`src/rtl/lagarto_plic_gateway.sv`:
```
// Per-source interrupt gateway: synchronizes raw IRQ lines and holds each source
// as a single request until the PLIC core has claimed and then completed it.
module lagarto_plic_gateway #(
    parameter int NUM_SOURCES    = 2,
    parameter int MAX_EDGE_COUNT = 3,
    parameter int ID_WIDTH       = 64   // MXLEN of the Lagarto core
) (
    input  logic                   clk_i,
    input  logic                   rstn_i,
    input  logic [NUM_SOURCES-1:0] irq_src_i,
    input  logic [NUM_SOURCES-1:0] edge_sel_i,
    input  logic                   claim_valid_i,
    input  logic [ID_WIDTH-1:0]    claim_id_i,
    input  logic                   complete_valid_i,
    input  logic [ID_WIDTH-1:0]    complete_id_i,
    output logic [NUM_SOURCES-1:0] pending_o,
    output logic [NUM_SOURCES-1:0] in_service_o
);

    localparam int CNT_W = $clog2(MAX_EDGE_COUNT + 1);

    typedef enum logic [1:0] {
        IDLE       = 2'd0,
        PENDING    = 2'd1,
        IN_SERVICE = 2'd2
    } state_t;

    logic [NUM_SOURCES-1:0] sync1_reg, sync2_reg, sync3_reg;

    // sync3 trails sync2 by one cycle so a rising edge shows up as sync2 & ~sync3
    always_ff @(posedge clk_i or negedge rstn_i) begin
        if (!rstn_i) begin
            sync1_reg <= '0;
            sync2_reg <= '0;
            sync3_reg <= '0;
        end else begin
            sync1_reg <= irq_src_i;
            sync2_reg <= sync1_reg;
            sync3_reg <= sync2_reg;
        end
    end

    genvar gi;
    generate
        for (gi = 0; gi < NUM_SOURCES; gi++) begin : g_src
            state_t            state_reg, state_next;
            logic [CNT_W-1:0]  cnt_reg, cnt_next;
            logic              rise;
            logic              lvl;
            logic              claim_hit;
            logic              complete_hit;
            logic              cnt_full;

            assign lvl          = sync2_reg[gi];
            assign rise         = sync2_reg[gi] & ~sync3_reg[gi];
            assign claim_hit    = claim_valid_i    && (claim_id_i    == ID_WIDTH'(gi + 1));
            assign complete_hit = complete_valid_i && (complete_id_i == ID_WIDTH'(gi + 1));
            assign cnt_full     = (cnt_reg == CNT_W'(MAX_EDGE_COUNT));

            always_ff @(posedge clk_i or negedge rstn_i) begin
                if (!rstn_i) begin
                    state_reg <= IDLE;
                    cnt_reg   <= '0;
                end else begin
                    state_reg <= state_next;
                    cnt_reg   <= cnt_next;
                end
            end

            always_comb begin
                state_next = state_reg;
                cnt_next   = cnt_reg;
                case (state_reg)
                    IDLE: begin
                        if (edge_sel_i[gi]) begin
                            // A fresh edge wins; a queued edge is consumed only when no new one arrives
                            if (rise || cnt_reg != '0)
                                state_next = PENDING;
                            if (!rise && cnt_reg != '0)
                                cnt_next = cnt_reg - CNT_W'(1);
                        end else if (lvl) begin
                            state_next = PENDING;
                        end
                    end
                    PENDING: begin
                        if (claim_hit)
                            state_next = IN_SERVICE;
                        if (rise && !cnt_full)
                            cnt_next = cnt_reg + CNT_W'(1);
                    end
                    IN_SERVICE: begin
                        if (complete_hit)
                            state_next = IDLE;
                        if (rise && !cnt_full)
                            cnt_next = cnt_reg + CNT_W'(1);
                    end
                    default: begin
                        state_next = IDLE;
                        cnt_next   = '0;
                    end
                endcase
                if (!edge_sel_i[gi])
                    cnt_next = '0;
            end

            assign pending_o[gi]    = (state_reg == PENDING);
            assign in_service_o[gi] = (state_reg == IN_SERVICE);
        end
    endgenerate

endmodule

```
`config.mk`:
```
export PLATFORM = sky130hd
export DESIGN_NAME = lagarto_plic_gateway
export DESIGN_NICKNAME = d
export VERILOG_FILES = /design/src/rtl/lagarto_plic_gateway.sv
export SDC_FILE = /design/constraint.sdc
export NUM_CORES = 1
export LEC_CHECK = 0
export CELL_PAD_IN_SITES_DETAIL_PLACEMENT = 0
export CELL_PAD_IN_SITES_GLOBAL_PLACEMENT = 1
export CORE_AREA = 4 4 108 84
export DETAILED_ROUTE_END_ITERATION = 8
export DIE_AREA = 0 0 112 88
export GPL_TIMING_DRIVEN = 0
export PLACE_DENSITY = 0.85
export SYNTH_ARGS = -nofsm -noshare
export SYNTH_HDL_FRONTEND = slang
export SYNTH_SLANG_ARGS = --single-unit
```
`constraint.sdc`:
```
create_clock -name clk_i -period 1.8 [get_ports clk_i]
set_clock_uncertainty 0.2 [all_clocks]
set_input_delay 0.27 -clock clk_i [delete_from_list [all_inputs] [get_ports clk_i]]
set_output_delay 0.27 -clock clk_i [all_outputs]
set_load 0.02 [all_outputs]
```
After elaboration in Yosys (flattened, before gate mapping)
Index checks and enable logic that the tools add are counted.
{ "op_classes": {"add_sub_neg": 4, "n_mux": 20, "bitwise": 4, "eq_ne": 22, "n_reduce_logical": 24} }
{ "ops": {"columns": ["cell", "count"], "rows": [
  ["equality test 64 x 1 -> 1 bit, second input constant", 2],
  ["equality test 64 x 2 -> 1 bit, second input constant", 2],
  ["2-to-1 mux 2 bit", 16],
  ["inequality test 3 bit, second input constant", 6],
  ["case mux 2 bit (3 select lines)", 2],
  ["equality test 2 bit, second input constant", 4],
  ["logical AND 1 bit", 8],
  ["inequality test 2 x 1 -> 1 bit, second input constant", 4],
  ["case mux 2 bit (2 select lines)", 2],
  ["AND reduction 4 bit", 2],
  ["inequality test 3 x 2 -> 1 bit, second input constant", 2],
  ["adder 2 x 1 -> 2 bit, second input constant", 2],
  ["equality test 2 x 1 -> 1 bit, second input constant", 2],
  ["logical NOT 1 bit", 4],
  ["logical NOT 2 bit", 2],
  ["AND reduction 2 bit", 2],
  ["nonzero test 2 bit", 2],
  ["OR reduction 2 bit", 2],
  ["subtractor 2 x 1 -> 2 bit, second input constant", 2],
  ["bitwise AND 1 bit", 2],
  ["logical OR 1 bit", 2],
  ["inverter 1 bit", 2]
]} }
{ "totals": {"in_bits": 136, "ff_bits": 14} }

Depth between registers and ports, before layout
Gate-level depths: netlist of run 1.
{ "logic_depth": {"ltp_word": 7, "mapped_depth": 6} }

Worst setup path after synthesis of run 1
No wires, ideal clock.
{ "synth_path": {"path_type": "input to register", "startpoint": "in claim_id_i[40]", "endpoint": "reg g_src[0].state_reg[0]", "path_slack_ns": -0.194, "arrival_ns": 1.650, "n_path_buf": 1, "required_time_ns": 1.456, "path_stages": 6, "cell_sequence": "nor4_2 > nand4_1 > or4_1 > buf_2 > o311ai_0 > o311ai_1"} }
{ "synth_between": {"elab_chain_cells": 4} }
{ "synth_lines": {"columns": ["element", "line", "text"], "rows": [
  ["start: declaration", "13", "input logic [ID_WIDTH-1:0] claim_id_i,"],
  ["equality test 64 x 1 -> 1 bit", "56", "assign claim_hit = claim_valid_i && (claim_id_i == ID_WIDTH'(gi + 1));"],
  ["logical AND 1 bit", "56", null],
  ["inequality test 2 x 1 -> 1 bit (no source line)", null, null],
  ["AND reduction 4 bit (no source line)", null, null],
  ["end signal: assignment", "65", "state_reg <= state_next;"],
  ["end: declaration", "46", "state_t state_reg, state_next;"]
]} }
Every way passes these cells.
A chain may end at the register's enable or synchronous reset.

Final worst setup path of run 1
{ "layout_path": {"startpoint": "in claim_id_i[26]", "endpoint": "reg g_src[0].state_reg[0]"} }
Same word-level chain as after synthesis.

==> results.py, run 1 <==
metrics = {
    "critical_path": {
        "worstPathArrival_ps": 1960,
        "startpoint_type": "input port",
        "critPathKind": "in2reg",
        "critPathMaxFanout": 4,
        "worstPathRequired_ps": 1740,
        "cp-end-kind": "flop",
    },
    "yosys": {
        "synth_seq_cells": 14,
        "syn_nets": 278,
        "synth_compound_area_share_pct": 21.1,
        "async_flop_share_pct": 100,
        "synth_area_leader_cell": "dfrtp_1",
        "seq_area_frac_synth_pct": 29.7,
        "synth_enable_flop_cells": 0,
        "synth_top_area_share_pct": 29.7,
        "synth_top_family_by_area": "simple AND/OR/NAND/NOR gates",
        "synthXorXnorAreaFrac_pct": 1.48,
        "ys_warn_count": 0,
        "synth_cell_types": 31,
        "synthSimpleGateAreaFrac_pct": 31.8,
        "ys_top_cells_by_area": "dfrtp_1 (30%), nor4_1 (13%), ha_1 (8.5%)",
        "synthCells": 134,
        "synth-adder-area-share_pct": 8.47,
        "synth_area_mm2": 0.00118,
        "avgSynthCellArea_um2": 8.81,
        "synth_top_flop_cell": "dfrtp_1",
        "synthMuxAreaShare_pct": 1.69,
    },
    "cts": {
        "clock_latency_ps": 250,
        "htree_levels": 1,
        "clockRootBuffer": "clkbuf_8",
        "path_clk_slew_ps": 60,
        "clock_path_buffers": 2,
        "cts_sinks": 14,
        "cts_tree": "done",
        "tritoncts.num_buffers": 3,
    },
    "routing": {
        "viasPerCell": 4.35,
        "dr.pass1.iters": 4,
        "drtIter0Drc": 24,
        "final_antenna_net_count": 0,
        "vias": 1697,
        "totalWireLength_um": 5740,
        "wl_per_cell_um": 14.7,
        "drc": 0,
    },
    "timing": {
        "hold_viol_final": 0,
        "clock.fmax_mhz": 496,
        "period_share_pct": 112,
        "maxSlewHeadroom_pct": 58.6,
        "slew_viol_final": 0,
        "tightest_slew_ps": 619,
        "setup_viol": 4,
        "period_minus_slack_ps": 2020,
        "worst_slack_ps": -216,
        "setup_tns_ps": -506,
        "rsz0062_at_grt": "yes",
    },
    "floorplan": {
        "die_h_um": 88,
        "boundaryPins": 140,
        "coreArea_mm2": 0.00788,
        "num_rows": 28,
        "die_area_mm2": 0.00986,
        "chipWidth_um": 112,
        "start_util_pct": 15.0,
    },
    "flow_run": {
        "drv_cap": 0,
    },
    "hold_path": {
        "min_path_type": "reg2reg",
    },
    "status": {
        "violations": "negative setup slack",
        "status": "finished with violations",
    },
    "grt": {
        "grt_pass1_vias": 1900,
        "gr-total-overflow": 0,
        "grt_max_degree": 15,
        "grt_pass1_wl_um": 8840,
        "antenna_found_initial": 0,
        "grt_usage_pct": 11.1,
    },
    "power": {
        "power_switching_w": 0.000250,
        "comb_power_share_pct": 34.2,
        "p_per_area_mw_per_mm2": 337,
        "p_leak_nw": 1.24,
        "power_frac_clock_pct": 30.9,
        "sw_frac_of_total_pct": 25.3,
        "vdd_ir_drop_max_v": 0.000358,
        "p_int_w": 0.000739,
        "power_frac_seq_pct": 34.9,
    },
    "layout": {
        "nNetsFinal": 430,
        "n_antenna_cell": 0,
        "n_fill_cell": 826,
        "syn_to_final_growth_pct": 149,
        "fin_cells": 390,
        "drive_above_1_share_pct": 41.1,
    },
    "placed_design": {
        "port_buffers": 139,
        "dp.cells": 378,
        "post-dp-hpwl_um": 4710,
        "place_congestion": 0.812,
    },
}
[power by group through the flow]
stage | Combinational (W) | Sequential, W | Clock (W)
3_5_place_dp | 0.000370 | 0.000349 | 0
4_1_cts | 0.000316 | 0.000344 | 0.000311
5_1_grt | 0.000366 | 0.000348 | 0.000328
3_3_place_gp | 0.000365 | 0.000348 | 0
6_report | 0.000338 | 0.000345 | 0.000306
2_1_floorplan | 0.0000533 | 0.000345 | 0
[metal layers]
| layer | up-vias | part of all wire (%) | track usage, % | wire, um |
|---|---|---|---|---|
| li1 | 841 | - | - | - |
| met1 | 771 | 37 | 11.8 | 2140 |
| met2 | 77 | 54 | 22.0 | 3070 |
| met3 | 8 | 8.0 | 3.73 | 460 |
| met4 | 0 | 1.1 | 1.75 | 64 |
| met5 | - | 0 | 0 | 0 |
[placed cells by master (no fill, tap or decap), drive strengths merged, types with 6 or more instances in the layout]
cell	netlist	layout
clkdlybuf4s50	0	11
dlygate4sd2	0	42
nand4	8	8
ha	8	8
nor2	6	6
o21ai	6	6
clkbuf	0	10
clkdlybuf4s15	0	32
inv	13	13
buf	3	59
dfrtp	14	14
nor4	29	29
[worst max-delay path: stages]
cell      delay [ps]
buf_2            110
nor4_4           240
nand4_1          140
or4_4            570
buf_4            160
o31a_1           240
o311ai_1         230
[synthesized netlist by cell type (4+ instances only)]
library cell and number:
o21ai_0 6, inv_1 13, a211o_1 4, nor3_1 4, nor2_1 6, nand4_1 8
nor4_1 25, a21boi_0 4, ha_1 8, nor2b_1 4, dfrtp_1 14, nor4_2 4
nand2_1 4
[cells by family after synthesis]
kind of cell               after synthesis
AOI/OAI and AO/OA                       32
xor gates and xnor gates                 2
adders and majority gates                8
buffers and inverters                   16
DFF                                     14
muxes                                    2
and+or+nand+nor                         60
[area by class of cell]
cell class	count	area (um^2)	share of cell area, %
well taps	105	131	4.47
repair buffers	148	1240	42.3
flip-flops and latches	14	350	11.9
inverters	13	48.8	1.66
plain buffers	2	15.0	0.511
clock buffers	4	55.1	1.87
multi-input cells	104	1090	37.3
[through the flow]
stage          setup slack, ps  total power (W)  util, %  hold WS, ps  instance area, um^2
3_3_place_gp              -840         0.000713     34.4          135                 2710
5_1_grt                   -277          0.00104     37.3          157                 2940
6_report                  -216         0.000989     37.3          154                 2940
4_1_cts                   -238         0.000971     35.6          155                 2810
3_5_place_dp              -871         0.000719     34.4          142                 2710
2_1_floorplan             -188         0.000398        -         -226                 1190
[timing repair]
action / in CTS / in global routing
setup buffers: 6 / 3
gates resized for setup: 319 / 38
endpoints found under the setup margin: 9 / 12
hold buffers: 0 / 0
pin swaps: 38 / 18
[worst paths after layout]
check	depth (start not counted)	slack, ps	from	end
min	0	150	sync1_reg[0]$_DFF_PN0_	sync2_reg[0]$_DFF_PN0_
min in group asynchronous	1	210	rstn_i	g_src[0].cnt_reg[1]$_DFFE_PN0P_
max in group asynchronous	1	790	rstn_i	g_src[1].state_reg[0]$_DFFE_PN0P_
max reg2reg	5	-40	g_src[1].state_reg[0]$_DFFE_PN0P_	g_src[1].state_reg[1]$_DFFE_PN0P_
max	7	-220	claim_id_i[26]	g_src[0].state_reg[0]$_DFFE_PN0P_
min reg2reg	0	150	sync1_reg[0]$_DFF_PN0_	sync2_reg[0]$_DFF_PN0_
Power figures use the tool's default switching activity.
==> inputs of run 2 (changes only) <==
--- a/config.mk
+++ b/config.mk
@@ -8,6 +8,7 @@
 export CELL_PAD_IN_SITES_DETAIL_PLACEMENT = 0
 export CELL_PAD_IN_SITES_GLOBAL_PLACEMENT = 1
 export CORE_AREA = 4 4 108 84
+export CTS_CLUSTER_DIAMETER = 80
 export DETAILED_ROUTE_END_ITERATION = 8
 export DIE_AREA = 0 0 112 88
 export GPL_TIMING_DRIVEN = 0
==> results of run 2 <==
The final DEF is identical to that of run 1; final timing and power are the same.
